[config.mk]
export PLATFORM = sky130hd
export DESIGN_NAME = delay_alu_sched
export DESIGN_NICKNAME = d
export VERILOG_FILES = /design/src/rtl/delay_alu_sched_pkg.sv /design/src/rtl/delay_alu_sched_alu.sv /design/src/rtl/delay_alu_sched.sv
export SDC_FILE = /design/constraint.sdc
export NUM_CORES = 1
export LEC_CHECK = 0
export BUFFER_PORTS_ARGS = -buffer_cell sky130_fd_sc_hd__buf_4
export CAP_MARGIN = 20
export CORE_MARGIN = 2
export CORE_UTILIZATION = 45
export DETAILED_ROUTE_END_ITERATION = 7
export HOLD_SLACK_MARGIN = 0.06
export PLACE_DENSITY = 0.66
export SLEW_MARGIN = 20
export SYNTH_ARGS = -nofsm -noshare
export SYNTH_HDL_FRONTEND = slang
export SYNTH_HIERARCHICAL = 1
export SYNTH_SLANG_ARGS = --single-unit
[constraint.sdc]
create_clock -name clk -period 10 [get_ports clk]
set_clock_uncertainty 0.15 [all_clocks]
set_input_delay 0.5 -clock clk [delete_from_list [all_inputs] [get_ports clk]]
set_output_delay 0.5 -clock clk [all_outputs]
set_load 0.005 [all_outputs]
[src/rtl/delay_alu_sched_pkg.sv]
// Shared types, ALU opcode encoding and helpers for the late-ALU scheduler.
package delay_alu_sched_pkg;

   typedef enum logic [1:0] {
      IDLE   = 2'b01,
      SERVE1 = 2'b10
   } state_t;

   typedef struct packed {
      logic        valid;
      logic [4:0]  op;
      logic [31:0] a;
      logic [31:0] b;
      logic [4:0]  addr;
   } req_t;

   typedef struct packed {
      logic        wr;
      logic [4:0]  addr;
      logic [31:0] data;
   } wr_reg_info_t;

   localparam logic [4:0] ALU_ADD  = 5'd0;
   localparam logic [4:0] ALU_ADDU = 5'd1;
   localparam logic [4:0] ALU_SUB  = 5'd2;
   localparam logic [4:0] ALU_SUBU = 5'd3;
   localparam logic [4:0] ALU_AND  = 5'd4;
   localparam logic [4:0] ALU_OR   = 5'd5;
   localparam logic [4:0] ALU_XOR  = 5'd6;
   localparam logic [4:0] ALU_NOR  = 5'd7;
   localparam logic [4:0] ALU_SLT  = 5'd8;
   localparam logic [4:0] ALU_SLTU = 5'd9;
   localparam logic [4:0] ALU_SLL  = 5'd10;
   localparam logic [4:0] ALU_SRL  = 5'd11;
   localparam logic [4:0] ALU_SRA  = 5'd12;
   localparam logic [4:0] ALU_LUI  = 5'd13;
   localparam logic [4:0] ALU_MOVN = 5'd14;
   localparam logic [4:0] ALU_MOVZ = 5'd15;
   localparam logic [4:0] ALU_CLO  = 5'd16;
   localparam logic [4:0] ALU_CLZ  = 5'd17;

   function automatic logic [5:0] clz32(input logic [31:0] v);
      logic [5:0] n;
      logic       found;
      n     = 6'd0;
      found = 1'b0;
      for (int i = 31; i >= 0; i--) begin
         if (!found && !v[i]) n = n + 6'd1;
         else found = 1'b1;
      end
      return n;
   endfunction

   // Suppressed writes carry zero address/data so downstream never sees stale values.
   function automatic wr_reg_info_t mk_wb(input logic wr, input logic [4:0] addr,
                                          input logic [31:0] data);
      wr_reg_info_t w;
      if (wr) w = '{wr: 1'b1, addr: addr, data: data};
      else    w = '0;
      return w;
   endfunction

endpackage

[src/rtl/delay_alu_sched_alu.sv]
// Late-stage ALU: MOVN/MOVZ write condition via wr_ctrl, overflow write-kill via ov_ctrl.
module delay_alu_sched_alu
   import delay_alu_sched_pkg::*;
#(
   parameter logic CTRL_CLO_CLZ = 1'b0
) (
   input  logic [4:0]  op,
   input  logic [31:0] a,
   input  logic [31:0] b,
   input  logic        ov_ctrl,
   input  logic        wr_ctrl,
   output logic [31:0] result,
   output logic        write_reg
);

   logic [31:0] sum_s;
   logic [31:0] diff_s;
   logic        ovf_s;

   assign sum_s  = a + b;
   assign diff_s = a - b;

   // Result mux and signed-overflow detect
   always_comb begin
      result = 32'd0;
      ovf_s  = 1'b0;
      case (op)
         ALU_ADD:  begin result = sum_s;  ovf_s = (a[31] == b[31]) && (sum_s[31] != a[31]);  end
         ALU_ADDU: result = sum_s;
         ALU_SUB:  begin result = diff_s; ovf_s = (a[31] != b[31]) && (diff_s[31] != a[31]); end
         ALU_SUBU: result = diff_s;
         ALU_AND:  result = a & b;
         ALU_OR:   result = a | b;
         ALU_XOR:  result = a ^ b;
         ALU_NOR:  result = ~(a | b);
         ALU_SLT:  result = {31'd0, $signed(a) < $signed(b)};
         ALU_SLTU: result = {31'd0, a < b};
         ALU_SLL:  result = b << a[4:0];
         ALU_SRL:  result = b >> a[4:0];
         ALU_SRA:  result = $unsigned($signed(b) >>> a[4:0]);
         ALU_LUI:  result = {b[15:0], 16'd0};
         ALU_MOVN: result = a;
         ALU_MOVZ: result = a;
         ALU_CLO:  result = CTRL_CLO_CLZ ? {26'd0, clz32(~a)} : 32'd0;
         ALU_CLZ:  result = CTRL_CLO_CLZ ? {26'd0, clz32(a)} : 32'd0;
         default:  result = 32'd0;
      endcase
   end

   // Register-write qualifier
   always_comb begin
      if (wr_ctrl) begin
         if (op == ALU_MOVN)      write_reg = |b;
         else if (op == ALU_MOVZ) write_reg = ~|b;
         else                     write_reg = 1'b1;
      end else begin
         write_reg = !(ov_ctrl && ovf_s);
      end
   end

endmodule

[src/rtl/delay_alu_sched.sv]
// Late-ALU scheduler: serialises dual-slot bundles onto one shared ALU.
// Optional: define DELAY_ALU_DUAL_EN for two ALUs and no serialisation.
module delay_alu_sched
   import delay_alu_sched_pkg::*;
#(
   parameter logic CTRL_CLO_CLZ = 1'b0,
   parameter int   CNT_W        = 32
) (
   input  logic                  clk,
   input  logic                  rst,
   input  logic                  flush,
   input  logic                  mem_allowin,
   input  logic [1:0]            req_valid,
   input  logic [1:0][4:0]       req_op,
   input  logic [1:0][31:0]      req_a,
   input  logic [1:0][31:0]      req_b,
   input  logic [1:0][4:0]       req_addr,
   output logic                  stall,
   output logic [1:0]            wb_valid,
   output logic [1:0][4:0]       wb_addr,
   output logic [1:0][31:0]      wb_data,
   output logic                  wb_done,
   output logic [CNT_W-1:0]      conflict_cnt
);

   req_t             req_s [2];
   logic [1:0][31:0] slot_res_s;
   logic [1:0]       slot_wr_s;
   state_t           state_r, state_nxt_s;
   wr_reg_info_t     park_r, park_nxt_s;
   logic [1:0]       wb_valid_nxt_s;
   logic [1:0][4:0]  wb_addr_nxt_s;
   logic [1:0][31:0] wb_data_nxt_s;
   logic             wb_done_nxt_s;
   logic             cnt_inc_s;

   assign req_s[0] = '{valid: req_valid[0], op: req_op[0], a: req_a[0], b: req_b[0], addr: req_addr[0]};
   assign req_s[1] = '{valid: req_valid[1], op: req_op[1], a: req_a[1], b: req_b[1], addr: req_addr[1]};

`ifdef DELAY_ALU_DUAL_EN
   localparam bit DUAL_EN = 1'b1;

   for (genvar g = 0; g < 2; g++) begin : g_alu
      delay_alu_sched_alu #(.CTRL_CLO_CLZ(CTRL_CLO_CLZ)) u_alu (
         .op        (req_s[g].op),
         .a         (req_s[g].a),
         .b         (req_s[g].b),
         .ov_ctrl   (1'b0),
         .wr_ctrl   ((req_s[g].op == ALU_MOVN) || (req_s[g].op == ALU_MOVZ)),
         .result    (slot_res_s[g]),
         .write_reg (slot_wr_s[g])
      );
   end
`else
   localparam bit DUAL_EN = 1'b0;
   logic        sel_s;
   logic [31:0] alu_res_s;
   logic        alu_wr_s;

   // Slot 1 owns the ALU in SERVE1 or when it is the only requester
   assign sel_s = (state_r == SERVE1) || (req_valid == 2'b10);

   delay_alu_sched_alu #(.CTRL_CLO_CLZ(CTRL_CLO_CLZ)) u_alu (
      .op        (req_s[sel_s].op),
      .a         (req_s[sel_s].a),
      .b         (req_s[sel_s].b),
      .ov_ctrl   (1'b0),
      .wr_ctrl   ((req_s[sel_s].op == ALU_MOVN) || (req_s[sel_s].op == ALU_MOVZ)),
      .result    (alu_res_s),
      .write_reg (alu_wr_s)
   );

   assign slot_res_s = {2{alu_res_s}};
   assign slot_wr_s  = {2{alu_wr_s}};
`endif

   // Next-state, park update, writeback staging and stall
   always_comb begin
      state_nxt_s    = state_r;
      park_nxt_s     = park_r;
      wb_valid_nxt_s = 2'b00;
      wb_addr_nxt_s  = '0;
      wb_data_nxt_s  = '0;
      wb_done_nxt_s  = 1'b0;
      cnt_inc_s      = 1'b0;
      stall          = 1'b0;
      if (flush) begin
         state_nxt_s = IDLE;
         park_nxt_s  = '0;
      end else begin
         case (state_r)
            IDLE: begin
               if (mem_allowin && (|req_valid)) begin
                  if (!DUAL_EN && (&req_valid)) begin
                     stall       = 1'b1;
                     cnt_inc_s   = 1'b1;
                     park_nxt_s  = mk_wb(slot_wr_s[0], req_s[0].addr, slot_res_s[0]);
                     state_nxt_s = SERVE1;
                  end else begin
                     for (int i = 0; i < 2; i++) begin
                        if (req_s[i].valid && slot_wr_s[i]) begin
                           wb_valid_nxt_s[i] = 1'b1;
                           wb_addr_nxt_s[i]  = req_s[i].addr;
                           wb_data_nxt_s[i]  = slot_res_s[i];
                        end else begin
                           wb_valid_nxt_s[i] = 1'b0;
                        end
                     end
                     wb_done_nxt_s = 1'b1;
                  end
               end else begin
                  state_nxt_s = IDLE;
               end
            end
            SERVE1: begin
               if (mem_allowin) begin
                  wb_valid_nxt_s = {slot_wr_s[1], park_r.wr};
                  wb_addr_nxt_s  = {slot_wr_s[1] ? req_s[1].addr : 5'd0, park_r.addr};
                  wb_data_nxt_s  = {slot_wr_s[1] ? slot_res_s[1] : 32'd0, park_r.data};
                  wb_done_nxt_s  = 1'b1;
                  park_nxt_s     = '0;
                  state_nxt_s    = IDLE;
               end else begin
                  stall = 1'b1;
               end
            end
            default: begin
               state_nxt_s = IDLE;
               park_nxt_s  = '0;
            end
         endcase
      end
   end

   // State, park, writeback and counter registers
   always_ff @(posedge clk) begin
      if (rst) begin
         state_r      <= IDLE;
         park_r       <= '0;
         wb_valid     <= 2'b00;
         wb_addr      <= '0;
         wb_data      <= '0;
         wb_done      <= 1'b0;
         conflict_cnt <= '0;
      end else begin
         state_r  <= state_nxt_s;
         park_r   <= park_nxt_s;
         wb_valid <= wb_valid_nxt_s;
         wb_addr  <= wb_addr_nxt_s;
         wb_data  <= wb_data_nxt_s;
         wb_done  <= wb_done_nxt_s;
         if (cnt_inc_s) conflict_cnt <= conflict_cnt + CNT_W'(1'b1);
      end
   end

endmodule

==> metrics.sh <==
NUMBER_OF_ENABLE_FLIP_FLOP_CELLS_AFTER_SYNTHESIS=0
DIE_W_UM=188
CTS_ROOT_BUF='clkbuf_16'
WORSTSETUPPATHTYPE='register to register'
WORSTHOLDPATHTYPE='input port to register'
SYNTH_CELL_TYPE_COUNT=82
GLOBAL_ROUTE.OVERFLOW_TOTAL=0
LARGEST_NET_DEGREE_AT_THE_START_OF_GLOBAL_ROUTING=73
FOOTPRINT_OF_THE_MULTI_INPUT_GATES_MM2=0.0113
YOSYSSEQAREASHARE_PCT=19.5
SYNTH_WARNINGS=6
DESIGN.PORTCOUNT=264
GRT_ANTENNA_BEFORE_REPAIR=2
DETAILROUTE.VIA_COUNT=16600
START_KIND='register'
R2R_SETUP_SLACK_NS=3.28
CLOCK.FMAX_MHz=149
SYNTH_AREA_MM2=0.0153
LAYOUT.CELL_AREA.NON_FILLER_MM2=0.0179
FINALCRITICALPERIOD_NS=6.72
SYNTH_FF_TYPE='dfxtp_1'
DRTANTENNAVIOLNETS=0
POSTSYNTHREGISTERBITS=149
CTS_TREE='built'
FLOORPLAN_ROW_COUNT=67
RSZ0062_AT_GRT='no'
CRITPATHMAXFANOUT=40
RELATIVE_AREA_CHANGE_FROM_SYNTHESIS_TO_FINAL_LAYOUT_PCT=17.4
POWERDENSITY_mW_PER_MM2=119
STARTING_UTILIZATION_OF_THE_CORE_AREA_PCT=45.6
NETLIST.TOP_CELL.BY_AREA='dfxtp_1'
FLOORPLAN.CORE_AREA_MM2=0.0334
CAP_VIOL_MAX_COUNT=0
REGTOREGSTARTPOINT='state_r[0]'
CTS_RESIZED=0
AREA.SEQUENTIAL_MM2=0.00298
FINAL_HOLD_VIOL_COUNT=0
GLOBALPLACE.CONGESTION=1.04
WORSTPATHREQUIRED_NS=10.13
FRACTION_OF_POST_SYNTHESIS_CELL_AREA_IN_THE_TOP_CELL_TYPE_BY_AREA_PCT=19.5
AVGVIACOUNTPERCELL=6.46
GRT.TOTAL_USAGE_PCT=35.3
ANT_DIODES=0
FIRST_GLOBAL_VIAS=15400
ASYNC_RESET_FF_SHARE_PCT=0
PLACED_CELL_AREA_MM2=0.0174
SYNTH.AVG_CELL_AREA_UM2=7.77
CLOCK_BUFFER_DEPTH=2
CTS_HOLD_BUF=0
FF2FF_PATH_DEPTH=17
DETAIL_ROUTE.DRC_VIOLATIONS=0
GRT_FIRST_PASS_WIRELENGTH_UM=96000
LAYOUT.NETS=2365
PATH_CLK_SLEW_NS=0.06
POST-CTS-SETUP-BUFFERS=0
POST_DRT_WL_PER_CELL_UM=25.2
TNS_NS=0
HPWL_UM=48700
MAX_SLEW_MARGIN_PCT=27.7
WORSTSETUPSTARTPOINT='state_r[0]'
DIE_Y_UM=188
FILLERINSTANCES=3205
FP.DIEAREA_MM2=0.0354
MIN_FROM='req_addr[5]'
NETLIST_TOP_CELLS_AREA='dfxtp_1, ha_1, mux4_2'
CP-END-KIND='register'
HOLDPATHSTAGES=2
PORT-BUFFER-COUNT=263
TOTALWIRELENGTH_UM=64700
CLKSINKCOUNT=149
OUTCOME='finished, final reports clean'
TIMING.HOLD.WS_NS=0.127
WORST_SLEW_PIN_SLEW_NS=1.08
SLEW_VIOLATIONS=0
FIRSTDRTPASSITERS=6
SYN_INST=1965
CTS_MADE_BUFFERS=17
SYNTH.NET_COUNT=2226
FINAL_LAYOUT_SIZE_SUFFIX_GT1_SHARE_PCT=22.3
POWER_LEAKAGE_uW=0.00732
FINALCRITPERIODSHARE_PCT=67.2
IRDROPWORSTVDD_V=0.000133
CRITPATHARRIVALTIME_NS=6.84
FINALSETUPVIOLATIONS=0
CTS.HTREE.LEVELS=4
DRT_ITER0_MARKERS=1733
WORST_SKEW_PAIR.LATE_LATENCY_NS=0.42
-- layout by cell type, fill, tap and decap left out, drive strengths merged, types with 15 or more instances in the layout --
cell type,instances
inv,110
or3,26
o31ai,26
dfxtp,149
nand2b,15
ha,105
xnor2,29
a21o,16
nand3,43
mux4,52
buf,289
o21a,15
mux2,77
and2,46
o22ai,22
nand2,83
nor2,249
mux2i,56
o211ai,15
nand4,21
nor2b,15
nor3,47
nor4,19
o21ai,117
clkbuf,18
or4,18
a222oi,20
a21oi,161
a211oi,20
a22oi,83
-- cell type report --
type | count | area share (%)
multi-input cells | 1542 | 62.9
flip-flops and latches | 149 | 16.6
repair buffers | 289 | 12.1
well taps | 448 | 3.13
clock buffers | 18 | 2.39
inverters | 105 | 2.20
clock inverters | 14 | 0.656
-- synth_stat cells (all sizes together) (52+ instances only) --
cell type	count
nand2	83
nor2	249
mux4	52
a22oi	83
dfxtp	149
ha	105
mux2i	56
o21ai	117
inv	104
clkbuf	128
a21oi	161
mux2	77
-- routing by layer --
| metal | vias to the layer above | part of all wire, % | routed length, um | track usage [%] |
|---|---|---|---|---|
| met5 | - | 0 | 0 | 0 |
| met1 | 7943 | 41 | 26600 | 46.4 |
| met3 | 147 | 8.7 | 5650 | 5.35 |
| met4 | 0 | 4.8 | 3110 | 16.1 |
| li1 | 7518 | - | - | - |
| met2 | 973 | 45 | 29400 | 57.1 |
-- state kept, by name, indices dropped and copies added, names as in the netlist --
register	flops
wb_data	64
park_r	38
conflict_cnt	32
wb_addr	10
state_r	2
wb_valid	2
wb_done	1
-- path summary, 6_finish.rpt --
kind / to
hold reg to reg: park_r[21]
hold / removal: wb_addr[5]
setup reg to reg: park_r[26]
setup / recovery: park_r[26]
-- where the power goes --
| group | switching (uW) | internal (uW) |
|---|---|---|
| logic | 600 | 344 |
| registers | 1.95 | 598 |
| clock network | 266 | 323 |
-- critical path: stages (launching register included) --
cell and delay, ns:
dfxtp_1 0.35, inv_1 0.05, ha_1 0.28, nor2_4 0.72, mux2_2 0.88, inv_1 0.69
ha_1 0.60, a21oi_1 0.31, o21ba_2 0.21, a21oi_1 0.12, o31ai_1 0.68, a31oi_1 0.26
o21ai_0 0.24, o41ai_1 0.13, xnor2_1 0.27, o221ai_1 0.26, a22oi_1 0.26, nor2_1 0.06
-- through the flow --
step | worst slack (ns) | utilization [%] | total power (uW) | instances
after CTS | 3.53 | 53.6 | 2110 | 2565
after global routing | 3.06 | 53.6 | 2220 | 2565
after global placement | 3.49 | 52.0 | 1520 | 2533
after detailed placement | 3.45 | 52.0 | 1520 | 2533
final | 3.28 | 53.6 | 2130 | 2565
after floorplan | 3.92 | - | 1220 | 1965
-- logic make-up (layout without fill, tap and decap cells) --
logic type	after synthesis	after routing	synth area share, %
AOI/OAI and AO/OA	604	604	26.1
xor gates and xnor gates	38	38	2.18
adders and majority gates	107	107	8.87
buffers and inverters	274	426	7.06
DFF	149	149	19.5
muxes	185	185	17.1
other	1	1	0.0246
and+or+nand+nor	607	607	19.1
Power figures use the tool's default switching activity.
